**src/rtl/cpu_pkg.sv**
```systemverilog
// Definitions shared by the CPU front end: instruction/PC widths, the NOP
// encoding and the fetch FSM states.
package cpu_pkg;
  localparam int INST_W = 32;
  localparam int PC_W   = 32;
  localparam logic [INST_W-1:0] NOP_INST = 32'h0;

  typedef enum logic {
    IDLE = 1'b0,
    RUN  = 1'b1
  } fetch_state_e;
endpackage

```
**src/rtl/fetch_fifo.sv**
```systemverilog
// Prefetch FIFO for fetched {pc, instruction} pairs. The head is read
// combinationally. A flush clears it synchronously and takes priority over push and pop.
module fetch_fifo
  import cpu_pkg::*;
#(
  parameter int DEPTH = 4,
  parameter int WIDTH = PC_W + INST_W
) (
  input  logic                   i_clk,
  input  logic                   i_rst_n,
  input  logic                   i_flush,
  input  logic                   i_push,
  input  logic [WIDTH-1:0]       i_wdata,
  input  logic                   i_pop,
  output logic [WIDTH-1:0]       o_rdata,
  output logic                   o_full,
  output logic                   o_empty,
  output logic [$clog2(DEPTH):0] o_count
);
  localparam int AW = $clog2(DEPTH);
  localparam logic [AW:0] FULL_CNT = DEPTH[AW:0];

  logic [WIDTH-1:0] r_mem [DEPTH];
  logic [AW-1:0]    r_wr_ptr;
  logic [AW-1:0]    r_rd_ptr;
  logic [AW:0]      r_count;
  logic             w_do_push;
  logic             w_do_pop;
  logic [AW:0]      w_inc;
  logic [AW:0]      w_dec;

  assign o_empty   = (r_count == '0);
  assign o_full    = (r_count == FULL_CNT);
  assign o_count   = r_count;
  assign o_rdata   = r_mem[r_rd_ptr];
  assign w_do_pop  = i_pop && !o_empty;
  // A full FIFO still accepts a push when the head leaves in the same cycle.
  assign w_do_push = i_push && (!o_full || w_do_pop);
  assign w_inc     = {{AW{1'b0}}, w_do_push};
  assign w_dec     = {{AW{1'b0}}, w_do_pop};

  always_ff @(posedge i_clk) begin
    if (w_do_push && !i_flush) begin
      r_mem[r_wr_ptr] <= i_wdata;
    end
  end

  always_ff @(posedge i_clk or negedge i_rst_n) begin
    if (!i_rst_n) begin
      r_wr_ptr <= '0;
      r_rd_ptr <= '0;
      r_count  <= '0;
    end else if (i_flush) begin
      r_wr_ptr <= '0;
      r_rd_ptr <= '0;
      r_count  <= '0;
    end else begin
      if (w_do_push) r_wr_ptr <= r_wr_ptr + AW'(1);
      if (w_do_pop)  r_rd_ptr <= r_rd_ptr + AW'(1);
      r_count <= r_count + w_inc - w_dec;
    end
  end
endmodule

```
**src/rtl/inst_fetch.sv**
```systemverilog
// Instruction fetch unit. It issues credit-limited word requests to a pipelined memory
// and buffers in-order responses. A redirect flushes the FIFO and discards in-flight words.
module inst_fetch
  import cpu_pkg::*;
#(
  parameter int              DEPTH    = 4,
  parameter int              MAX_OUT  = 2,
  parameter logic [PC_W-1:0] RESET_PC = 32'h0
) (
  input  logic              i_clk,
  input  logic              i_rst_n,
  input  logic              i_start,
  input  logic              i_redirect,
  input  logic [PC_W-1:0]   i_redirect_pc,
  output logic              o_imem_req,
  output logic [PC_W-1:0]   o_imem_addr,
  input  logic              i_imem_gnt,
  input  logic              i_imem_rvalid,
  input  logic [INST_W-1:0] i_imem_rdata,
  output logic [INST_W-1:0] o_inst,
  output logic [PC_W-1:0]   o_pc,
  output logic              o_inst_valid,
  input  logic              i_inst_ready,
  output logic              o_busy
);
  localparam int CW = $clog2(DEPTH) + 1;
  localparam int OW = $clog2(MAX_OUT) + 1;
  localparam int FW = PC_W + INST_W;
  localparam logic [31:0] DEPTH_U   = 32'(DEPTH);
  localparam logic [31:0] MAX_OUT_U = 32'(MAX_OUT);

  fetch_state_e    r_state;
  fetch_state_e    w_state_next;
  logic [PC_W-1:0] r_fetch_pc;
  logic [PC_W-1:0] r_resp_pc;
  logic [OW-1:0]   r_out;
  logic [OW-1:0]   r_discard;

  logic            w_req;
  logic            w_issue;
  logic            w_rsp;
  logic            w_push;
  logic            w_pop;
  logic [31:0]     w_credit_used;
  logic [FW-1:0]   w_head;
  logic            w_full;
  logic            w_empty;
  logic [CW-1:0]   w_fifo_count;

  assign w_credit_used = 32'(w_fifo_count) + 32'(r_out);

  always_comb begin
    w_state_next = r_state;
    w_req        = 1'b0;
    case (r_state)
      IDLE: begin
        if (i_start) w_state_next = RUN;
      end
      RUN: begin
        // Reserving FIFO space for every in-flight word means a response never finds it full.
        w_req = !i_redirect && (w_credit_used < DEPTH_U) && (32'(r_out) < MAX_OUT_U);
      end
      default: w_state_next = IDLE;
    endcase
  end

  always_ff @(posedge i_clk or negedge i_rst_n) begin
    if (!i_rst_n) r_state <= IDLE;
    else          r_state <= w_state_next;
  end

  assign w_issue = w_req && i_imem_gnt;
  // A response with no outstanding request cannot belong to this unit.
  assign w_rsp   = i_imem_rvalid && (r_out != '0);
  assign w_push  = w_rsp && (r_discard == '0) && !i_redirect;
  assign w_pop   = o_inst_valid && i_inst_ready && !i_redirect;

  always_ff @(posedge i_clk or negedge i_rst_n) begin
    if (!i_rst_n) begin
      r_fetch_pc <= RESET_PC;
      r_resp_pc  <= RESET_PC;
      r_out      <= '0;
      r_discard  <= '0;
    end else begin
      r_out <= r_out + OW'(w_issue) - OW'(w_rsp);
      if (i_redirect) begin
        r_fetch_pc <= i_redirect_pc;
        r_resp_pc  <= i_redirect_pc;
        // Everything still in flight is stale, including words already marked for discard.
        r_discard  <= r_out - OW'(w_rsp);
      end else begin
        if (w_issue) r_fetch_pc <= r_fetch_pc + 32'd1;
        if (w_rsp) begin
          if (r_discard != '0) r_discard <= r_discard - OW'(1);
          else                 r_resp_pc <= r_resp_pc + 32'd1;
        end
      end
    end
  end

  fetch_fifo #(
    .DEPTH (DEPTH),
    .WIDTH (FW)
  ) u_fifo (
    .i_clk   (i_clk),
    .i_rst_n (i_rst_n),
    .i_flush (i_redirect),
    .i_push  (w_push),
    .i_wdata ({r_resp_pc, i_imem_rdata}),
    .i_pop   (w_pop),
    .o_rdata (w_head),
    .o_full  (w_full),
    .o_empty (w_empty),
    .o_count (w_fifo_count)
  );

  assign o_imem_req   = w_req;
  assign o_imem_addr  = r_fetch_pc;
  assign o_inst_valid = !w_empty;
  assign o_inst       = o_inst_valid ? w_head[INST_W-1:0] : NOP_INST;
  assign o_pc         = o_inst_valid ? w_head[FW-1:INST_W] : '0;
  assign o_busy       = (r_out != '0) || !w_empty;

  logic w_unused;
  assign w_unused = w_full;
endmodule

```
**config.mk**
```make
export PLATFORM = sky130hd
export DESIGN_NAME = inst_fetch
export DESIGN_NICKNAME = d
export VERILOG_FILES = /design/src/rtl/cpu_pkg.sv /design/src/rtl/fetch_fifo.sv /design/src/rtl/inst_fetch.sv
export SDC_FILE = /design/constraint.sdc
export NUM_CORES = 1
export LEC_CHECK = 0
export CAP_MARGIN = 20
export CORE_MARGIN = 2
export CORE_UTILIZATION = 45
export DETAILED_ROUTE_END_ITERATION = 6
export PLACE_DENSITY = 0.67
export SYNTH_ARGS = -nofsm -noshare
export SYNTH_HDL_FRONTEND = slang
export SYNTH_HIERARCHICAL = 1
export SYNTH_SLANG_ARGS = --single-unit
export TNS_END_PERCENT = 5
```
**constraint.sdc**
```tcl
create_clock -name i_clk -period 8.1 [get_ports i_clk]
set_input_delay 2.025 -clock i_clk [delete_from_list [all_inputs] [get_ports i_clk]]
set_output_delay 2.025 -clock i_clk [all_outputs]
set_load 0.005 [all_outputs]
```
==> results of run 1 <==
-- worst paths after layout --
path	start	to	slack (ns)	depth (start not counted)
max in group asynchronous	i_rst_n	u_fifo/r_rd_ptr[0]	5.63	2
worst min-delay path	r_state	r_state	0.49	1
min in group asynchronous	i_rst_n	o_imem_addr[16]	1.42	1
worst max register to register	u_fifo/o_count[1]	u_fifo/r_mem[3][18]	4.46	8
worst min register to register	r_state	r_state	0.49	1
worst max-delay path	i_redirect	o_imem_req	2.46	5
-- through the flow --
| step | util, % | hold slack [ns] | std cells |
|---|---|---|---|
| 2_1_floorplan | - | 0.455 | 852 |
| 3_3_place_gp | 51.9 | 0.479 | 1394 |
| 3_5_place_dp | 51.9 | 0.483 | 1394 |
| 4_1_cts | 55.5 | 0.497 | 1458 |
| 5_1_grt | 55.5 | 0.515 | 1459 |
| 6_report | 55.5 | 0.493 | 1459 |
-- final cells by class --
cell class / count / area, um2 / share of cell area, %
clock inverter: 23 / 199 / 1.14
timing repair buffer: 178 / 1770 / 10.2
clock buffer: 41 / 920 / 5.29
inverter: 14 / 52.6 / 0.302
multi-input combinational: 469 / 4350 / 25.0
sequential: 332 / 9590 / 55.2
tap: 402 / 503 / 2.89
-- metal layers --
metal | part of all wire (%) | track usage, %
met2 | 48 | 30.0
met5 | 0 | 0
met3 | 5.8 | 3.23
met1 | 44 | 25.9
met4 | 1.6 | 4.33
-- sequential cells by signal, summed over array words and instances (netlist names) --
name,flops
r_out,2
o_imem_addr,32
r_discard,2
r_resp_pc,32
u_fifo/o_count,3
r_state,1
u_fifo/r_mem,256
u_fifo/r_rd_ptr,2
u_fifo/r_wr_ptr,2
-- critical path, stage by stage --
cell	delay [ns]
clkdlybuf4s50_1	0.43
buf_4	0.28
nor3_1	0.20
and3_1	0.18
clkdlybuf4s50_1	0.50
-- power breakdown --
part           total, mW  internal, mW  switching, mW
Sequential          2.02          1.92         0.0976
Clock               1.55         0.912          0.637
Combinational      0.492         0.269          0.223
Total               4.06          3.10          0.958
==> results, run 1 <==
- The maximum fanout along the worst path is 41.
- The setup TNS is 0 ns.
- STA puts the critical path data required time at between 6 and 7 ns.
- The post-detailed-routing wire length is a little under 30 mm.
- The wire length per cell is 20.4 um.
- The chip width is around 180 um.
- The clock skew after layout is 0.0188 ns.
- The total power consumption of the routed design is 4.06 mW.
- The number of warnings reported in the yosys synthesis log is 6.
- The worst slew slack as a fraction of its limit is 29.9%.
- The area of the core region is 31300 um2.
- The maximum count of clock buffers along a single path is 3.
- The total count of max-transition violations in the final report is 0.
- The flow ran to the end, and the final reports show no timing, DRC or antenna violations.
- Entering global routing, the biggest net connects 66 pins.
- The I/O pin total is 170.
- Synthesis produced between 800 and 900 cells.
- The number of global-route vias before repair is 8327.
- The count of nets left with antenna violations once routing finished came out at 0.
- Hold repair after CTS inserted 0 buffers.
- The number of post-CTS setup repair buffers is 0.
- The first global-routing pass estimated between 40 and 50 mm of wire.
- The CTS buffer count is 35.
- Setup violations remaining at the end of the flow were counted as 0.
- In this run the static leakage power is 5.74 nW.
- The area added between synthesis and finish is 22.5%.
- The most common library cell in the layout ignoring fill and taps is edfxtp_1.
- When the netlist entered floorplanning its net count stood at 936.
- The placed instance area is 16200 um2.
- In the layout the commonest cells are edfxtp_1, clkdlybuf4s50_1, dfrtp_1, nor2b_1, mux4_2.
- The layout has 2486 filler cells.
- The total number of vias is 7986.
- The maximum level of the CTS H-tree is 2.
- The cell at the root of the clock tree is clkbuf_16.
- The share of final-layout standard cells stronger than drive strength 1 is between 10% and 20%.
- The final weighted congestion in routability-driven placement is 0.830.
- The final clock period utilization by the worst path is a little over two thirds.
- The clock net sink count is 332.
- The finished cells cover between 15000 and 20000 um2.
- The total global routing overflow is 0.
- The combined global-route utilization of all metal layers is 18.4%.
- The die is 182 um tall.
- The mean number of vias per cell is around 5.5.
- For this block, the initial DRC count from the detailed router was around 560.
- Max-cap violations in this run came to 0.
- The setup slack at placement is 2.27 ns.
- The power per standard cell area is approximately 230 nW/um2.
- The highest ir drop seen on vdd is between 0.1 and 0.15 mV.
- Averaged over all synthesized cells, the footprint is 16.7 um2.
- The measured slew at the worst slew-check pin is ~1.0 ns.
- STA puts the critical path data arrival time at 3.61 ns.
- The sort of element at the end of the critical path is a primary output.
- STA classifies the critical path startpoint as an input port.
- The number of failing hold endpoints at the final stage is 0.
- The post-synth design cell area is 14200 um2.
- TritonCTS built the clock tree.
- The minimum clock period after layout is 5.64 ns.
- The type of the setup path with the least slack is input port to primary output.
- Setup repair after global routing left no endpoint under its margin.
- 0 antenna diodes ended up in the layout.
- The clock slew seen by the registers of the worst setup and hold paths is 0.06 ns.
- The total of cells resized after clock tree synthesis is 0.
- The die covers 33000 um2.
- The iteration count of the initial detailed-routing pass is 5.
- The quantity of I/O buffers inserted on ports is 169.
- Once routing completed, OpenROAD measured the worst setup slack at 2.46 ns.
- Once the floorplan was initialized, standard cells occupied 45.3% of the core.
- The tightest min-delay check is of the flop to flop type.
- The total number of placement rows is 65.
- The initial antenna violation count is 0.
- After detailed routing, the number of remaining DRC violations is 0.
- After the last flow step, the layout net total stands at 1114.
- Clock latency on the worst-skew pair, taken at its later pin, is 0.52 ns.
- The fmax is between 150 and 200 MHz.
- The half-perimeter wire length after placement is 18.5 mm.
(Power assumes the default switching activity.)
==> run 2: changes to the inputs <==
==> constraint.sdc (replaced) <==
create_clock -name i_clk -period 5.8 [get_ports i_clk]
set_input_delay 1.45 -clock i_clk [delete_from_list [all_inputs] [get_ports i_clk]]
set_output_delay 1.45 -clock i_clk [all_outputs]
set_load 0.005 [all_outputs]
==> run 2 against run 1 <==
Sequential power up 40%. Routed wire length up 0.27%. Via count up 0.63%. Clock power up 53%. Non-clock buffer count unchanged. Total power up 45%. Sequential share of layout area down 0.44 points. Clock skew up 0.0055 ns. Core utilization up 0.44 points. Register-to-register slack worse by 2.1 ns. Worst hold slack worse by 0.0013 ns. Highest routed layer unchanged.
==> results, run 2 (synthesis results as in run 1) <==
- The sort of element at the end of the critical path is a primary output.
- Counting along the longest clock path gives a buffer depth of 3.
- After clock tree synthesis, the repair step resized 0 gates.
- The final critical path takes up 79.4% of the cycle.
- The worst pin sits at a relative slew slack of 30.3%.
- The clock skew after layout is 0.0242 ns.
- In this run the horizontal extent of the chip is 182 um.
- The number of nets still failing antenna checks after routing is 0.
- The first global-routing pass estimated 47.1 mm of wire.
- Once the clock tree was built, the setup fixing pass inserted 0 buffers.
- The number of nets in the layout is around 1100.
- In this run the critical register-to-register path is captured at u_fifo/r_mem[1][41].
- The wire length per cell is roughly 20 um.
- The worst setup path is of the input port to primary output kind.
- The final worst-path setup slack is 1.19 ns.
- The share of final-layout standard cells stronger than drive strength 1 is around 18%.
- The leakage power summed over all cells is 5.80 nW.
- The combined global-route utilization of all metal layers is 18.5%.
- Port buffering added between 150 and 200 buffers.
- The finished layout holds about 1500 standard cells, fillers aside.
- The number of failing hold endpoints at the final stage came to 0.
- The minimum clock period after layout is about 4.6 ns.
- For this block, the via count after detailed routing is 8036.
- The tree built by TritonCTS fans out to around 330 sinks.
- The classification of the worst-slack hold path is flop to flop.
- The half-perimeter wire length after placement is 18.4 mm.
- The post-detailed-routing wire length is approximately 30 mm.
- Tracing the worst setup path back leads to its startpoint at i_redirect.
- Entering global routing, the biggest net connects 65 pins.
- The tool flagged a number of max-cap violations equal to 0.
- The total global routing overflow is 0.
- Before CTS, the worst setup slack after placement is between 1 and 1.5 ns.
- The top cell types in the final layout, fill and taps aside, are edfxtp_1, clkdlybuf4s50_1, dfrtp_1, nor2b_1, mux4_2.
- The first TritonRoute pass finished after 4 iterations.
- TritonCTS built the clock tree.
- The required time at the endpoint of the critical path is 4.35 ns.
- Buffers inserted to repair hold after CTS numbered 0.
- The area of the core region is roughly 31000 um2.
- In this run the count of I/O pins placed on the die edge is 170.
- The register with the most flip-flops in the layout has 256 of them.
- The total number of placement rows is 65.
- The detailed router finished its first iteration with 562 violations.
- The worst setup path is launched from an input port.
- The initial antenna violation count is 0.
- Setup violations remaining at the end of the flow were counted as 0.
- Counting cells, the worst reg-to-reg path comes to 7.
- The highest ir drop seen on vdd is 0.163 mV.
- Clock tree synthesis inserted a total of 35 buffers.
- The worst-skew pair later-pin latency is a little over 0.5 ns.
- The measured slew at the worst slew-check pin is around 1.0 ns.
- The number of placed instances, taps included, is 1395.
- The most common library cell in the layout ignoring fill and taps is edfxtp_1.
- The startpoint identified for the worst register-to-register timing path is u_fifo/o_count[1].
- The run finished with clean final reports.
- The number of global-route vias before repair was 8211.
- Setup repair after global routing left no endpoint under its margin.
- The total count of max-transition violations in the final report is 0.
- The reg-to-reg setup timing slack is 2.39 ns.
- The fmax is roughly 220 MHz.
- The critical path data arrival time is 3.16 ns.
- After routing, the total negative slack on setup checks comes to 0 ns.
- The worst setup path endpoint is o_imem_req.
- The final weighted congestion in routability-driven placement is between 0.8 and 0.9.
- The maximum fanout along the worst path is 13.
- The area growth from synthesis to layout is 23.5%.
- The clock slew seen by the registers of the worst setup and hold paths is 0.06 ns.
- The y dimension of the die is 182 um.
- The register with the most flip-flops in the final layout is u_fifo/r_mem.
- The power per standard cell area is 336 nW/um2.
- The mean number of vias per cell is 5.51.
- The design draws 5.89 mW.
- The die area is around 33000 um2.
- 0 antenna diodes ended up in the layout.
- The maximum level of the CTS H-tree is 2.
- Once the floorplan was initialized, standard cells occupied 45.3% of the core.
- Clock tree synthesis selected as its root buffer the cell clkbuf_16.
- The number of DRC violations after detailed routing is 0.
## run 2: where the power goes
group          switching [mW]  total (mW)  internal (mW)
Sequential              0.139        2.82           2.68
Combinational           0.321       0.700          0.379
Clock                   0.884        2.37           1.48
Total                    1.34        5.89           4.55
## run 2: how the worst min path moves through the flow
| stage | from | end | slack (ns) | depth (start not counted) |
|---|---|---|---|---|
| 6_report | r_state | r_state | 0.49 | 1 |
| 5_1_grt | r_state | r_state | 0.52 | 1 |
| 4_1_cts | r_state | r_state | 0.50 | 1 |
| 3_5_place_dp | r_state | r_state | 0.48 | 1 |
| 3_3_place_gp | r_state | r_state | 0.48 | 1 |
| 2_1_floorplan | r_state | r_state | 0.46 | 1 |
## run 2: metal layers
metal	GRT usage (%)	up-vias	share of wire (%)
li1	-	3654	-
met1	27.4	4051	46
met2	28.6	284	46
met3	2.89	47	5.1
met4	5.40	0	2.3
met5	0	-	0
## run 2: worst max-delay path: stages
cell and delay, ns:
clkdlybuf4s50_1 0.69, nor3_1 0.32, and3_1 0.20, clkdlybuf4s50_1 0.50
## run 2: layout make-up
| type | count | area [um2] |
|---|---|---|
| multi-input combinational | 469 | 4350 |
| tap | 402 | 503 |
| clock buffer | 47 | 1000 |
| timing repair buffer | 178 | 1790 |
| clock inverter | 16 | 228 |
| fill | 2454 | 13800 |
| inverter | 14 | 52.6 |
| sequential | 332 | 9590 |
## run 2: metrics by stage
stage	hold slack (ns)	instance area [um2]	util [%]
CTS	0.497	17500	56.0
global placement	0.479	16300	52.0
finish	0.492	17500	56.0
detailed placement	0.483	16300	52.0
floorplan	0.455	14200	-
global route	0.519	17500	56.0
==> variant 1, RTL diff (flow settings as in run 2) <==
Set the package constant `INST_W` to 28 (it was 32).
--- a/src/rtl/cpu_pkg.sv
+++ b/src/rtl/cpu_pkg.sv
@@ -3,3 +3,3 @@
 package cpu_pkg;
-  localparam int INST_W = 32;
+  localparam int INST_W = 28;
   localparam int PC_W   = 32;
Ports: changed (resized i_imem_rdata and o_inst); port bits go from 170 to 162. No check against the original RTL was run, so the function may have changed too.
==> variant 1 against run 2 <==
Setup slack better by 4.1 ps; non-clock buffer count is 4 lower; routed wire length fell by 6.4%; sequential cell count is 16 lower; power is 7.7% lower; synthesized area shrank 4.8%; final area is 5.1% lower; die area fell by 4.7%; core utilization increased by 0.12 points; clock skew decreased by 13 ps; critical path type is now reg -> out; largest power group unchanged; highest routed layer unchanged.
==> variant 1: results (changes against run 2) <==
* DP HPWL at 17600 µm (-4.4%)
* CP Max Fanout at 44 (+31)
* Net Sw Frac at 23.3% (+0.47 points)
* Static leakage at 5.54 nW (-4.5%)
* Pwr Density at 327 mW/mm² (-2.7%)
* Vias/cell at 5.46 (-0.93%)
* Max reg flops at 240 (-6.3%)
* Pin count of the biggest net entering global routing at 77 (+18%)
* R2R cell count at 8 (+1)
* First-pass GRT wire length at 44200 µm (-6.2%)
* Syn Nets at 920 (-1.7%)
* 1st-iter DRT viols at 591 (+5.2%)
* Worst setup margin at 1200 ps (+4.13 ps)
* Status: finished, final reports clean
* CP arrival at 3150 ps (about the same)
* Max incr delay on CP at 980 ps (+290 ps)
* Sequential power share at 49.6% (+1.7 points)
* Worst r2r dst: u_fifo/r_mem[0][26]
* Clock Power Share at 37.8% (-2.4 points)
* Fin nets at 1089 (-2.2%)
* Routed wire per std cell at 19.6 µm (-4.1%)
* Pre-antenna DRT Iters at 5 (+1)
* Worst Clk Skew at 11.4 ps (-12.8 ps)
* Post-Place Setup Slack at 1550 ps (+365 ps)
* Synth Instances at 840 (-1.4%)
* Highest-delay cell along the critical path: dfrtp_4
* Flop-to-flop setup slack at 2430 ps (+40 ps)
* Critical Path End: o_inst[17]
* Worst VDD drop at 0.000247 V (+52%)
* Crit path from: u_fifo/r_rd_ptr[0]
* Max-Slew Margin vs Limit at 39.3% (+8.9 points)
* Total Routing Usage GR at 18.1% (-0.42 points)
* GPL Wtd Cong at 0.829 (-3.5%)
* Worst skew pair latency at 550 ps (+40 ps)
* Number of global-route vias before repair at 7799 (-5.0%)
* H-tree depth at 1 (-1)
variant 1: worst min-delay path by stage:
stage | from | to | slack [ps] | cells after the start
CTS | r_state | r_state | 480 | 1
global route | r_state | r_state | 480 | 1
floorplan | r_state | r_state | 430 | 1
detailed placement | r_state | r_state | 470 | 1
finish | r_state | r_state | 470 | 1
global placement | r_state | r_state | 460 | 1
variant 1: cell type report:
cell class                      instances  area [µm²]  share of cell area (%)
Clock buffer                           48         940                    5.65
Sequential cell                       316        9110                    54.8
Clock inverter                          9         130                   0.783
Tap cell                              390         488                    2.93
Multi-Input combinational cell        472        4140                    24.9
Timing Repair Buffer                  174        1760                    10.6
Inverter                               14        52.6                   0.316
variant 1: layer usage:
metal	wire length (µm)	up-vias	global-route usage (%)
met3	1570	30	2.41
met2	12600	284	27.4
li1	-	3579	-
met5	0	-	0
met4	355	0	3.86
met1	13400	3877	28.1
==> variant 2, RTL diff (config.mk and constraints of run 2) <==
Made on the original files. Reset style: synchronous (`i_rst_n`), changed in 3 clocked blocks.
--- a/src/rtl/fetch_fifo.sv
+++ b/src/rtl/fetch_fifo.sv
@@ -47,3 +47,3 @@
 
-  always_ff @(posedge i_clk or negedge i_rst_n) begin
+  always_ff @(posedge i_clk) begin
     if (!i_rst_n) begin
--- a/src/rtl/inst_fetch.sv
+++ b/src/rtl/inst_fetch.sv
@@ -66,3 +66,3 @@
 
-  always_ff @(posedge i_clk or negedge i_rst_n) begin
+  always_ff @(posedge i_clk) begin
     if (!i_rst_n) r_state <= IDLE;
@@ -77,3 +77,3 @@
 
-  always_ff @(posedge i_clk or negedge i_rst_n) begin
+  always_ff @(posedge i_clk) begin
     if (!i_rst_n) begin
Check against the original RTL: differs if i_rst_n is asserted again (counterexample within 4 cycles, from zero or initial values and one cycle with i_rst_n low); with i_rst_n held inactive, the same outputs for 4 cycles.
==> variant 2 against run 2 <==
Setup slack improved by 250 ps; clock power decreased by 5%; largest cell class unchanged; sequential share of layout area decreased by 0.93 points; non-clock buffer count increased by 3; synthesized area decreased by 1.7%; routed wire length decreased by 2.5%; power decreased by 8.6%; first-iteration DRC count increased by 10%; final area decreased by 1.9%; largest power group unchanged; sequential cell count increased by 2.
==> variant 2: results (changes against run 2) <==
* Pin count of the biggest net entering global routing at 84 (+29%)
* Most flop-heavy register: u_fifo/r_mem
* Post-CTS sizing at 0 (unchanged)
* Post-Place Setup Slack at 1430 ps (+243 ps)
* CP arrival at 2910 ps (-250 ps)
* Max Buffers Root-to-Sink at 3 (unchanged)
* Worst VDD drop at 0.000177 V (+8.5%)
* Max incr delay on CP at 490 ps (-200 ps)
* Min-Delay Path Class: reg -> reg
* DP HPWL at 17900 µm (-3.1%)
* CTS Buf Count at 36 (+2.9%)
* CTS root buffer: clkbuf_16
* Fin nets at 1177 (+5.7%)
* Worst Clk Skew at 13.5 ps (-10.8 ps)
* # port buffers at 169 (unchanged)
* Post-Route WL at 29100 µm (-2.5%)
* Status: finished, final reports clean
* Via count at 8381 (+4.3%)
* Fillers at 2450 (-0.16%)
* Total Routing Usage GR at 17.9% (-0.56 points)
* 1st-iter DRT viols at 621 (+10%)
* GPL Wtd Cong at 0.816 (-5.1%)
* Fraction of layout instances using a drive strength above 1 at 14.5% (-3.1 points)
* Worst skew pair latency at 510 ps (about the same)
* Max-cap viol count at 0 (unchanged)
* Net Sw Frac at 21.7% (-1.1 points)
* Worst-Margin Slew at 996 ps (-49.1 ps)
* Syn Nets at 1007 (+7.6%)
* Post-CTS setup buffer count at 0 (unchanged)
* First-pass GRT wire length at 46300 µm (-1.8%)
* Highest-delay cell along the critical path: clkdlybuf4s50_1
* Vias/cell at 5.53 (+0.30%)
* Number of global-route vias before repair at 8450 (+2.9%)
* Max reg flops at 256 (unchanged)
* Initial antenna violation count at 0 (unchanged)
* CP Max Fanout at 2 (-11)
* Pre-antenna DRT Iters at 5 (+1)
* Clk slew on worst S/H paths at 60 ps (about the same)
* Static leakage at 5.46 nW (-5.9%)
* Placed cell count at 1451 (+4.0%)
* Number of synthesis warnings at 6 (unchanged)
* Synth Instances at 923 (+8.3%)
* H-tree depth at 2 (unchanged)
* Antenna Cells at 0 (unchanged)
variant 2: path summary, 6_finish.rpt:
kind | slack (ps) | cells after the start | endpoint | startpoint
hold / removal | 470 | 2 | r_state | r_state
setup reg to reg | 2370 | 12 | u_fifo/o_count[2] | u_fifo/o_count[1]
setup / recovery | 1440 | 4 | o_imem_req | i_redirect
hold reg to reg | 470 | 2 | r_state | r_state
variant 2: area by class of cell:
cell class / instances / share of cell area [%]
well taps: 396 / 2.88
inverters: 19 / 0.415
flip-flops and latches: 334 / 53.8
multi-input cells: 521 / 25.5
clock inverters: 24 / 1.38
repair buffers: 181 / 10.5
clock buffers: 41 / 5.47
variant 2: power groups by stage:
stage	Combinational (mW)	Sequential, mW	Clock (mW)
2_1_floorplan	0.212	2.76	0
3_3_place_gp	0.400	2.78	0
3_5_place_dp	0.405	2.78	0
4_1_cts	0.408	2.73	2.30
5_1_grt	0.446	2.74	2.40
6_report	0.404	2.73	2.25
variant 2: routing by layer:
layer  global-route usage (%)  wire length (µm)
met4                     4.16               499
met2                     28.0             13200
met1                     26.3             13500
met3                     3.38              1890
met5                        0                 0
variant 2: worst max-delay path, delay by kind of cell:
family / cells / cell delay, ps
simple gates: 2 / 550
buf+inv: 2 / 910
variant 2: metrics by stage:
step	power, mW	cell area, µm²
final	5.38	17200
after global routing	5.59	17200
after CTS	5.44	17200
after detailed placement	3.18	16000
after global placement	3.18	16000
after floorplan	2.97	14000
